==> config.mk <==
export PLATFORM = sky130hd
export DESIGN_NAME = alert_responder_module
export DESIGN_NICKNAME = d
export VERILOG_FILES = /design/src/rtl/alert_responder_module.sv
export SDC_FILE = /design/constraint.sdc
export NUM_CORES = 1
export LEC_CHECK = 0
export ABC_CLOCK_PERIOD_IN_PS = 6300
export CORE_UTILIZATION = 35
export CTS_BUF_LIST = sky130_fd_sc_hd__clkbuf_4
export CTS_CLUSTER_SIZE = 40
export DETAILED_ROUTE_END_ITERATION = 7
export PLACE_DENSITY = 0.6
export SLEW_MARGIN = 10
export SYNTH_ARGS = -nofsm -noshare
export SYNTH_HDL_FRONTEND = slang
export SYNTH_SLANG_ARGS = --single-unit
export TNS_END_PERCENT = 5
==> constraint.sdc <==
create_clock -name clk -period 6.3 [get_ports clk]
set_clock_uncertainty 0.2 [all_clocks]
set_input_delay 1.26 -clock clk [delete_from_list [all_inputs] [get_ports clk]]
set_output_delay 1.26 -clock clk [all_outputs]
set_load 0.02 [all_outputs]
==> src/rtl/alert_responder_module.sv <==
// Alert response FSM: blinking alarm lamp, escalating siren and a one-cycle
// clear pulse back to the alert latch on a rising edge of ack.
// Ports: clk/rst (sync active-high), alert (latched level), ack (sync button);
//        alarm_led, siren, clear_alert, state[1:0], event_count[7:0] (all registered).
module alert_responder_module #(
  parameter int BLINK_HALF      = 4,
  parameter int ESCALATE_CYCLES = 20,
  parameter int HOLDOFF_CYCLES  = 8
) (
  input  logic       clk,
  input  logic       rst,
  input  logic       alert,
  input  logic       ack,
  output logic       alarm_led,
  output logic       siren,
  output logic       clear_alert,
  output logic [1:0] state,
  output logic [7:0] event_count
);

  localparam int BW = $clog2(BLINK_HALF + 1);
  localparam int EW = $clog2(ESCALATE_CYCLES + 1);
  localparam int HW = $clog2(HOLDOFF_CYCLES + 1);

  localparam logic [BW-1:0] BLINK_LAST = BW'(BLINK_HALF - 1);
  localparam logic [EW-1:0] ESC_MAX    = EW'(ESCALATE_CYCLES);
  localparam logic [EW-1:0] ESC_PRE    = EW'(ESCALATE_CYCLES - 1);
  localparam logic [HW-1:0] HOLD_LAST  = HW'(HOLDOFF_CYCLES - 1);

  typedef enum logic [1:0] {
    IDLE    = 2'd0,
    ALARM   = 2'd1,
    CLEAR   = 2'd2,
    HOLDOFF = 2'd3
  } state_t;

  state_t        state_q, state_d;
  logic [BW-1:0] blink_q, blink_d;
  logic [EW-1:0] esc_q, esc_d;
  logic [HW-1:0] hold_q, hold_d;
  logic [7:0]    cnt_q, cnt_d;
  logic          led_q, led_d;
  logic          siren_q, siren_d;
  logic          clr_q, clr_d;
  logic          ack_q;
  logic          ack_edge;

  // Only a 0->1 transition acknowledges; a held button never does.
  assign ack_edge = ack & ~ack_q;

  always_ff @(posedge clk) begin
    if (rst) begin
      state_q <= IDLE;
      blink_q <= '0;
      esc_q   <= '0;
      hold_q  <= '0;
      cnt_q   <= '0;
      led_q   <= 1'b0;
      siren_q <= 1'b0;
      clr_q   <= 1'b0;
      ack_q   <= 1'b0;
    end else begin
      state_q <= state_d;
      blink_q <= blink_d;
      esc_q   <= esc_d;
      hold_q  <= hold_d;
      cnt_q   <= cnt_d;
      led_q   <= led_d;
      siren_q <= siren_d;
      clr_q   <= clr_d;
      ack_q   <= ack;
    end
  end

  always_comb begin
    state_d = state_q;
    blink_d = blink_q;
    esc_d   = esc_q;
    hold_d  = hold_q;
    cnt_d   = cnt_q;
    led_d   = 1'b0;
    siren_d = 1'b0;
    clr_d   = 1'b0;

    unique case (state_q)
      IDLE: begin
        if (alert) begin
          state_d = ALARM;
          led_d   = 1'b1;
          blink_d = '0;
          esc_d   = '0;
        end
      end

      ALARM: begin
        if (ack_edge) begin
          // Ack beats a siren assertion on the same edge.
          state_d = CLEAR;
          clr_d   = 1'b1;
          if (cnt_q != 8'hFF) cnt_d = cnt_q + 8'd1;
        end else begin
          led_d = led_q;
          if (blink_q == BLINK_LAST) begin
            blink_d = '0;
            led_d   = ~led_q;
          end else begin
            blink_d = blink_q + 1'b1;
          end
          if (esc_q != ESC_MAX) esc_d = esc_q + 1'b1;
          // esc_q counts edges since entry minus one; siren rises on the
          // edge where the count reaches ESCALATE_CYCLES.
          siren_d = (esc_q >= ESC_PRE);
        end
      end

      CLEAR: begin
        state_d = HOLDOFF;
        hold_d  = '0;
      end

      HOLDOFF: begin
        if (hold_q == HOLD_LAST) begin
          if (alert) begin
            state_d = ALARM;
            led_d   = 1'b1;
            blink_d = '0;
            esc_d   = '0;
          end else begin
            state_d = IDLE;
          end
        end else begin
          hold_d = hold_q + 1'b1;
        end
      end

      default: state_d = IDLE;
    endcase
  end

  assign state       = state_q;
  assign alarm_led   = led_q;
  assign siren       = siren_q;
  assign clear_alert = clr_q;
  assign event_count = cnt_q;

endmodule

* Word-level counts from Yosys, hierarchy flattened
Index checks and enable logic that the tools add are counted.
** Word-level totals
- Flip-flop bits (word level) :: 26
- Input port bits :: 4
- Output and inout bits :: 13
** Operators by class
- Add/subtract/negate cells :: 4
- $lt $le $gt $ge :: 1
- Equality and inequality tests :: 14
- Muxes and demuxes :: 23
- Bitwise gates (word level) :: 4
- Reductions and logical operators :: 10
** Operators by type and width (number)
- $mux 5 :: 4
- $pmux 5 s3 :: 1
- $mux 3 :: 4
- $ne 2x2->1 const B :: 6
- $pmux 3 s3 :: 1
- $reduce_and 3->1 :: 3
- $add 8x1->8 const B :: 1
- $ne 8x8->1 const B :: 1
- $pmux 2 s4 :: 1
- $pmux 4 s2 :: 1
- $mux 1 :: 6
- $mux 2 :: 3
- $add 5x1->5 const B :: 1
- $ge 5x5->1 const B :: 1
- $ne 5x5->1 const B :: 1
- $add 4x1->4 const B :: 1
- $eq 2x2->1 const B :: 2
- $eq 4x3->1 const B :: 1
- $mux 4 :: 1
- $reduce_and 4->1 :: 1
- $add 3x1->3 const B :: 1
- $eq 3x2->1 const B :: 1
- $ne 3x3->1 const B :: 1
- $not 1->1 :: 3
- 9 further kinds :: 9

* Depth between registers and ports, before layout
- Depth in word-level cells :: 4
- Depth in mapped cells :: 7
- Depth with buffers taken out :: 6

* Worst setup path after synthesis
No wires, ideal clock.
- Path kind :: input -> register
- From :: in ack
- To :: reg blink_q[2]
- Arrival time :: 2.236 ns
- Required time :: 5.984 ns
- Slack :: 3.748 ns
- Stages on the path :: 5
- Path buffers :: 1
- Path through :: and3b_1 -> buf_6 -> a2111oi_4 -> o21ai_1 -> and3b_1
** Between the ends
- Longest elaborated chain between the ends :: 3
** RTL lines
- start, declared :: line 13 : input logic ack,
- $and 1x1->1 :: line 49 : assign ack_edge = ack & ~ack_q;
- $ne 2x2->1 (no source line)
- $reduce_and 3->1 (no source line)
- end signal, assigned :: line 64 : blink_q <= blink_d;
- end, declared :: line 38 : logic [BW-1:0] blink_q, blink_d;
No other way between the ends.
A chain may end at the register's enable or synchronous reset.

* Final worst setup path
Same ends and word-level chain as after synthesis.

==> qor.yml <==
logic_synthesis:
  synth_nets: 170
  yosysWarnings: 0
  avgSynthCellArea_um2: 9.14
  seq_area_frac_synth_pct: 36.5
  syn_area_mm2: 0.00143
  yosysUniqueCellTypes: 43
  ys_ff_latch: 26
  netlist_instances: 156
sta:
  hold_viol: 0
  fin_ws_ns: 3.38
  max_slew_margin_pct: 36.9
  rsz0062_at_grt: "false"
  worst_slew_pin_slew_ns: 0.944
  max_freq_ghz: 0.343
  finalSetupViolations: 0
  min_period_ns: 2.92
  setup_tns_ns: 0
  drv_slew: 0
  period_share_pct: 46.3
worst_setup_path:
  required_ns: 6.34
  cpLargestDelayFamily: "compound AO/OA/AOI/OAI gates"
  crit_path_end_kind: "flop"
  r2r_start: "state[1]$_SDFFE_PP0P_"
  worst-path-max-fanout: 8
  reg2reg_to: "blink_q[2]$_SDFFE_PP0P_"
  crit_start: "ack"
  crit_arrival_ns: 2.95
  r2r_slack_ns: 3.71
  cp_cell_sequence: "clkdlybuf4s50_1 -> and3b_1 -> a2111oi_4 -> o21ai_1 -> and3b_1"
  critPathBufInv: 1
  rr_worst_depth: 6
  critPathKind: "in -> reg"
  slowest_stage: "a2111oi_4"
  startpoint_type: "input port"
  max_stage_delay_ns: 0.57
  cp.depth: 5
  worst_path_most_repeated_cell: "and3b_1"
  crit_end: "blink_q[2]$_SDFFE_PP0P_"
layout:
  fin_util_pct: 43.5
  n_antenna_cell: 0
  fillCellCount: 368
  fin_area_mm2: 0.00164
  final_cell_mix: "dfxtp_1, nor2_1, clkdlybuf4s50_1"
  drive_gt1_share_pct: 4.71
  final_cells: 218
  final_common_cell: "dfxtp_1"
  area_growth_pct: 15.1
  final_nets: 185
run_status:
  status: "completed"
power:
  p_per_area_mw_per_mm2: 291
  leakage_nw: 0.648
  max-vdd-ir-drop_v: 0.000138
clocking:
  cts_resized: 0
  tritoncts: "done"
  cts_buffers: 3
  post_cts_buffers: 0
  path_clk_slew_ns: 0.14
  root_buffer: "clkbuf_4"
  insertion_delay_ns: 0.33
  cts_buffer_depth: 2
  hold_buffers: 0
  clock_sinks: 26
  h-tree-depth: 1
drt:
  viasPerCell: 5.36
  wl_mm: 2.85
  postRouteAntennaNets: 0
  drt_iter0_markers: 66
  wl_per_cell_um: 13.1
  drc_errors: 0
  dr.pass1.iters: 4
  via_count: 1168
place:
  pre_cts_ws_ns: 3.05
  gp_congestion: 0.747
  io_buffer_count: 16
  dp_cells: 214
  hpwl_mm: 2.08
  place_area_mm2: 0.00161
global_routing:
  grt_pass1_vias: 1114
  antenna_found_initial: 0
  grt.total_usage_pct: 15.1
  grt_pass1_wl_mm: 5.13
  grt_overflow: 0
  grt_max_degree: 29
floorplan:
  core_area_mm2: 0.00377
  num_io_pins: 17
  dieArea_mm2: 0.00433
  start_util_pct: 37.8
  dieWidth_um: 65.8
  die_h_um: 65.8
  rows: 22
run:
  cap_violations: 0
min_path:
  hold_class: "reg -> reg"
[routing by layer]
metal	GRT usage (%)	vias up	share of wire [%]
met5	0	-	0
met4	6.52	0	1.3
met3	1.55	4	1.4
met2	22.8	7	47
met1	21.6	554	51
li1	-	603	-
[metrics by stage]
stage          total power, mW  hold WS [ns]
2_1_floorplan            0.350         0.236
3_3_place_gp             0.398         0.244
3_5_place_dp             0.405         0.256
4_1_cts                  0.480         0.276
5_1_grt                  0.512         0.292
6_report                 0.477         0.273
[final cells by class]
class                   count  area, µm²  share of cell area [%]
multi-input cells         116        843                    51.4
inverters                   8       30.0                    1.83
flip-flops and latches     26        520                    31.7
clock buffers               3       22.5                    1.37
repair buffers             16        160                    9.76
clock inverters             1       3.75                   0.229
well taps                  48       60.1                    3.66
[kinds of logic after synthesis]
group | Yosys count | synth area share, %
compound gates | 33 | 19.0
xor+xnor | 6 | 3.69
fa+ha+maj | 10 | 8.78
buf+inv | 14 | 4.30
flops | 26 | 36.5
mux | 4 | 2.81
simple gates | 63 | 24.9
[worst min-delay path by stage]
| stage | cells after the start | slack (ns) | to | start |
|---|---|---|---|---|
| after detailed placement | 2 | 0.26 | blink_q[1]$_SDFFE_PP0P_ | blink_q[1]$_SDFFE_PP0P_ |
| after global placement | 2 | 0.24 | blink_q[1]$_SDFFE_PP0P_ | blink_q[1]$_SDFFE_PP0P_ |
| after global routing | 2 | 0.29 | blink_q[1]$_SDFFE_PP0P_ | blink_q[1]$_SDFFE_PP0P_ |
| final | 2 | 0.27 | blink_q[1]$_SDFFE_PP0P_ | blink_q[1]$_SDFFE_PP0P_ |
| after floorplan | 2 | 0.24 | blink_q[1]$_SDFFE_PP0P_ | blink_q[1]$_SDFFE_PP0P_ |
| after CTS | 2 | 0.28 | blink_q[1]$_SDFFE_PP0P_ | blink_q[1]$_SDFFE_PP0P_ |
[worst register-to-register path, cell delays in order (launching register included)]
cell	delay [ns]
dfxtp_1	0.47
inv_1	0.12
ha_1	0.38
and3b_1	0.40
a2111oi_4	0.58
o21ai_1	0.16
and3b_1	0.20
[cells in the mapped netlist, drive strengths merged]
cell type	number	area share (%)
nor2	18	4.7
mux2i	4	2.8
dfxtp	26	37
a2111o	1	0.79
inv	8	2.1
a31o	1	0.61
o211ai	3	1.6
a2111oi	4	5.1
a222oi	1	0.70
o21ai	6	2.1
ha	10	8.8
nor3	1	0.35
nor4bb	1	0.70
and2	1	0.44
a21oi	7	2.5
and3	5	2.4
clkbuf	4	1.1
a221oi	1	0.61
buf	2	1.1
nand3	8	2.8
and3b	2	1.2
a32oi	1	0.61
or4	1	0.53
nand4	3	1.3
and4b	1	0.70
xnor2	2	1.2
nand4b	2	1.2
a31oi	1	0.44
nand2	8	2.1
a41oi	2	1.2
a311oi	2	1.2
nand2b	6	2.6
nand3b	3	2.5
nor2b	2	0.88
o22ai	1	0.44
a211oi	1	0.53
o21bai	1	0.53
nor4	1	0.44
xor2	4	2.5
[state kept, by name, indices dropped and copies added, names as in the netlist]
name and cells:
ack_q 1, alarm_led 1, blink_q 3, clear_alert 1, esc_q 5, event_count 8
hold_q 4, siren 1, state 2
[power breakdown]
group / switching, mW / internal (mW)
clock network: 0.0512 / 0.0233
registers: 0.0176 / 0.181
logic: 0.121 / 0.0822
total: 0.190 / 0.287
Power figures use the tool's default switching activity.
==> RTL change 1: new RTL, same flow settings <==
Take the reset off `hold_q` and load it in a clocked block of its own.
--- a/src/rtl/alert_responder_module.sv
+++ b/src/rtl/alert_responder_module.sv
@@ -53,7 +53,6 @@
       state_q <= IDLE;
       blink_q <= '0;
       esc_q   <= '0;
-      hold_q  <= '0;
       cnt_q   <= '0;
       led_q   <= 1'b0;
       siren_q <= 1'b0;
@@ -63,13 +62,16 @@
       state_q <= state_d;
       blink_q <= blink_d;
       esc_q   <= esc_d;
-      hold_q  <= hold_d;
       cnt_q   <= cnt_d;
       led_q   <= led_d;
       siren_q <= siren_d;
       clr_q   <= clr_d;
       ack_q   <= ack;
     end
+  end
+
+  always_ff @(posedge clk) begin
+    hold_q <= hold_d;
   end
 
   always_comb begin
Formal check against the unedited RTL: same outputs for any inputs over 10 cycles, from zero or initial values and one cycle with rst high; that may be too few to reach the edited logic, so the function may still have changed.
==> RTL change 1 against the original RTL <==
Total power up 8.8%; largest cell class unchanged; final cell count is 2.3% lower; synthesized area shrank 2.6%; combinational power rose by 8%; sequential cell count is the same; setup slack better by 0.038 ns; fmax rose by 1.3%; non-clock buffer count did not move; critical endpoint is now event_count[3]; wire length rose by 4.2%; register-to-register slack gained 0.19 ns; design area fell by 2.0%.
==> RTL change 1: results (changes against the original RTL) <==
stage;metric;value;unit;change
status;run_status;completed;;unchanged
critical_path;crit_fanout;6;;was 8
detailed_routing;dr.first_iter.drc_count;49;;was 66
critical_path;slowest_stage;clkdlybuf4s50_1;;was a2111oi_4
logic_synthesis;synth_common_cells;dfxtp_1 (22), nor2_1 (19), ha_1 (10), inv_1 (10), a21oi_1 (9);;was dfxtp_1 (26), nor2_1 (18), ha_1 (10)
power;p_int;0.311;mW;was 0.287 mW
logic_synthesis;syn_nets;164;;was 170
critical_path;reg2reg_setup_slack;3.90;ns;was 3.71 ns
detailed_routing;wirelength;2970;µm;was 2850 µm
critical_path;r2r_end;esc_q[1]$_SDFFE_PP0P_;;was blink_q[2]$_SDFFE_PP0P_
logic_synthesis;ys_types;42;;was 43
detailed_routing;num_vias;1164;;was 1168
placement;gp_congestion;0.770;;was 0.747
power;power_frac_comb;0.422;;was 0.426
power;p_leak;0.616;nW;was 0.648 nW
critical_path;startpoint;event_count[3]$_SDFFE_PP0P_;;was ack
logic_synthesis;synth_top_area_share;0.317;;was 0.365
critical_path;crit_end;event_count[3];;was blink_q[2]$_SDFFE_PP0P_
global_routing;grt_first_pass_wirelength;5440;µm;was 5130 µm
power;clkPwrFrac;0.142;;was 0.156
placement;hpwlAfterDp;2160;µm;was 2080 µm
logic_synthesis;synth_seq_area_share;0.404;;was 0.365
placement;dp_cells;209;;was 214
logic_synthesis;post_synth.cell_area_avg;9.25;µm²;was 9.14 µm²
critical_path;cp_top_family;buffers and inverters;;was compound AO/OA/AOI/OAI gates
critical_path;critPathMaxStageDelay;0.65;ns;was 0.57 ns
timing;maxSlewHeadroom;0.484;;was 0.369
logic_synthesis;synthTopCellsByArea;dfxtp_1 (32%), ha_1 (9.0%), edfxtp_1 (8.7%);;was dfxtp_1 (37%), ha_1 (8.8%), nor2_1 (4.7%)
global_routing;grt_max_degree;21;;was 29
cells_and_area;fill_cells;376;;was 368
placement;dpl_worst_slack;3.14;ns;was 3.05 ns
power;ir_drop;0.143;mV;was 0.138 mV
critical_path;arrival;1.42;ns;was 2.95 ns
logic_synthesis;synth_edf_count;4;;was 0
cells_and_area;nNetsFinal;180;;was 185
-- RTL change 1: cell type report --
class	instances	share of cell area
tap	48	0.0374
sequential	26	0.349
clock buffer	3	0.0140
timing repair buffer	16	0.0996
clock inverter	1	0.00233
multi-input combinational	109	0.475
inverter	10	0.0233
-- RTL change 1: routing by layer --
layer,up-vias,part of all wire,GRT usage
met1,557,0.45,0.206
met2,25,0.49,0.279
met3,4,0.051,0.0229
li1,578,-,-
met4,0,0.012,0.0722
met5,-,0,0
-- RTL change 1: worst min-delay path, cell delays in order (launching register included) --
cell	delay (ns)
dfxtp_1	0.34
nand2_1	0.05
a21oi_1	0.05
-- RTL change 1: kinds of logic (layout without fill, tap and decap cells) --
kind of cell,count (synthesis),count (layout),synth area share
AND/OR/NAND/NOR,56,56,0.225
AO/OA/AOI/OAI,35,35,0.183
flip-flops,26,26,0.404
buffers and inverters,15,30,0.0460
adder cells (fa/ha/maj),10,10,0.0902
XOR/XNOR,6,6,0.0379
multiplexers,2,2,0.0144
==> RTL change 2: new RTL, same settings <==
Without the edit above. Change the parameter `ESCALATE_CYCLES` from 20 to 40.
--- a/src/rtl/alert_responder_module.sv
+++ b/src/rtl/alert_responder_module.sv
@@ -4,7 +4,7 @@
 //        alarm_led, siren, clear_alert, state[1:0], event_count[7:0] (all registered).
 module alert_responder_module #(
   parameter int BLINK_HALF      = 4,
-  parameter int ESCALATE_CYCLES = 20,
+  parameter int ESCALATE_CYCLES = 40,
   parameter int HOLDOFF_CYCLES  = 8
 ) (
   input  logic       clk,
Formal check against the unedited RTL: same outputs for any inputs over 10 cycles, from zero or initial values and one cycle with rst high; that may be too few to reach the edited logic, so the function may still have changed.
==> RTL change 2 against the original RTL <==
Sequential cell count grew 1; synthesized area fell by 1.6%; sequential power is 3% higher; total power down 3.3%; setup slack lost 0.13 ns; wire length decreased by 1.9%; design area fell by 0.92%; final cell count is 1.4% higher; hold slack gained 0.00072 ns; first-iteration DRC count up 30%; critical path type unchanged; largest power group is now sequential cells; highest routed layer unchanged.
==> RTL change 2: results (changes against the original RTL) <==
stage;metric;value;unit;change
global_routing;grt_first_pass_wirelength;4770;µm;was 5130 µm
logic_synthesis;synthTopCellsByArea;dfxtp_1 (39%), ha_1 (8.9%), a21oi_1 (5.0%);;was dfxtp_1 (37%), ha_1 (8.8%), nor2_1 (4.7%)
global_routing;grtUsageTotal;0.139;;was 0.151
placement;gp_congestion;0.778;;was 0.747
critical_path;arrival;3.09;ns;was 2.95 ns
detailed_routing;routedWlPerCell;12.6;µm;was 13.1 µm
logic_synthesis;synth_common_cells;dfxtp_1 (27), a21oi_1 (14), o21ai_0 (12), ha_1 (10), nor2_1 (10);;was dfxtp_1 (26), nor2_1 (18), ha_1 (10)
cells_and_area;area_growth;15.9;%;was 15.1%
power;power_frac_comb;0.388;;was 0.426
logic_synthesis;syn_nets;174;;was 170
timing;worstMarginPinSlew;0.958;ns;was 0.944 ns
power;ir_drop;0.0963;mV;was 0.138 mV
critical_path;slowest_stage;a2111o_1;;was a2111oi_4
logic_synthesis;synth_compound_area_frac;0.187;;was 0.190
logic_synthesis;synth-xor-area-share;0.0187;;was 0.0369
cells_and_area;drive_gt1_frac;0.0405;;was 0.0471
power;clkPwrFrac;0.170;;was 0.156
detailed_routing;vias_per_cell;5.48;;was 5.36
cells_and_area;nNetsFinal;188;;was 185
critical_path;critPathMaxStageDelay;0.54;ns;was 0.57 ns
cells_and_area;fill_cells;390;;was 368
placement;hpwlAfterDp;1970;µm;was 2080 µm
status;run_status;completed;;unchanged
logic_synthesis;ys_types;41;;was 43
detailed_routing;dr.first_iter.drc_count;86;;was 66
logic_synthesis;synthAdderAreaFrac;0.0892;;was 0.0878
-- RTL change 2: changes by cell type in the layout (fill, tap and decap cells not counted), sizes merged, moves of 3 or more --
cell,change
nor2,-8
a21oi,+7
o21ai,+7
nor3,+5
nand3,-4
a2111oi,-3
or3,+3
or4,+3
-- RTL change 2: path summary, 6_finish.rpt --
check / start / to / slack [ns] / cells after the start
max: alert / esc_q[2]$_SDFFE_PP0P_ / 3.25 / 5
min: blink_q[1]$_SDFFE_PP0P_ / blink_q[1]$_SDFFE_PP0P_ / 0.27 / 2
min reg2reg: blink_q[1]$_SDFFE_PP0P_ / blink_q[1]$_SDFFE_PP0P_ / 0.27 / 2
max reg2reg: state[1]$_SDFFE_PP0P_ / esc_q[2]$_SDFFE_PP0P_ / 3.69 / 6
-- RTL change 2: per-layer routing --
| metal | wire [µm] | track usage | up-vias | share of wire |
|---|---|---|---|---|
| met2 | 1230 | 0.227 | 28 | 0.44 |
| met4 | 26 | 0.0489 | 0 | 0.0093 |
| li1 | - | - | 614 | - |
| met1 | 1440 | 0.184 | 565 | 0.52 |
| met5 | 0 | 0 | - | 0 |
| met3 | 91 | 0.0226 | 4 | 0.033 |
-- RTL change 2: per-stage QoR --
stage	power [mW]	cells	setup WS (ns)	hold slack [ns]	cell area, µm²
after floorplan	0.338	160	3.48	0.236	1400
final	0.461	221	3.25	0.274	1630
after global placement	0.381	217	2.96	0.243	1600
after CTS	0.468	221	3.28	0.275	1630
after global routing	0.497	221	3.20	0.296	1630
after detailed placement	0.387	217	2.94	0.256	1600
-- RTL change 2: layout make-up --
type                       instances  area [µm²]  share of cell area
multi-input combinational        118         805               0.495
sequential                        27         541               0.333
timing repair buffer              16         160              0.0985
tap                               48        60.1              0.0370
clock buffer                       4        30.0              0.0185
inverter                           8        30.0              0.0185
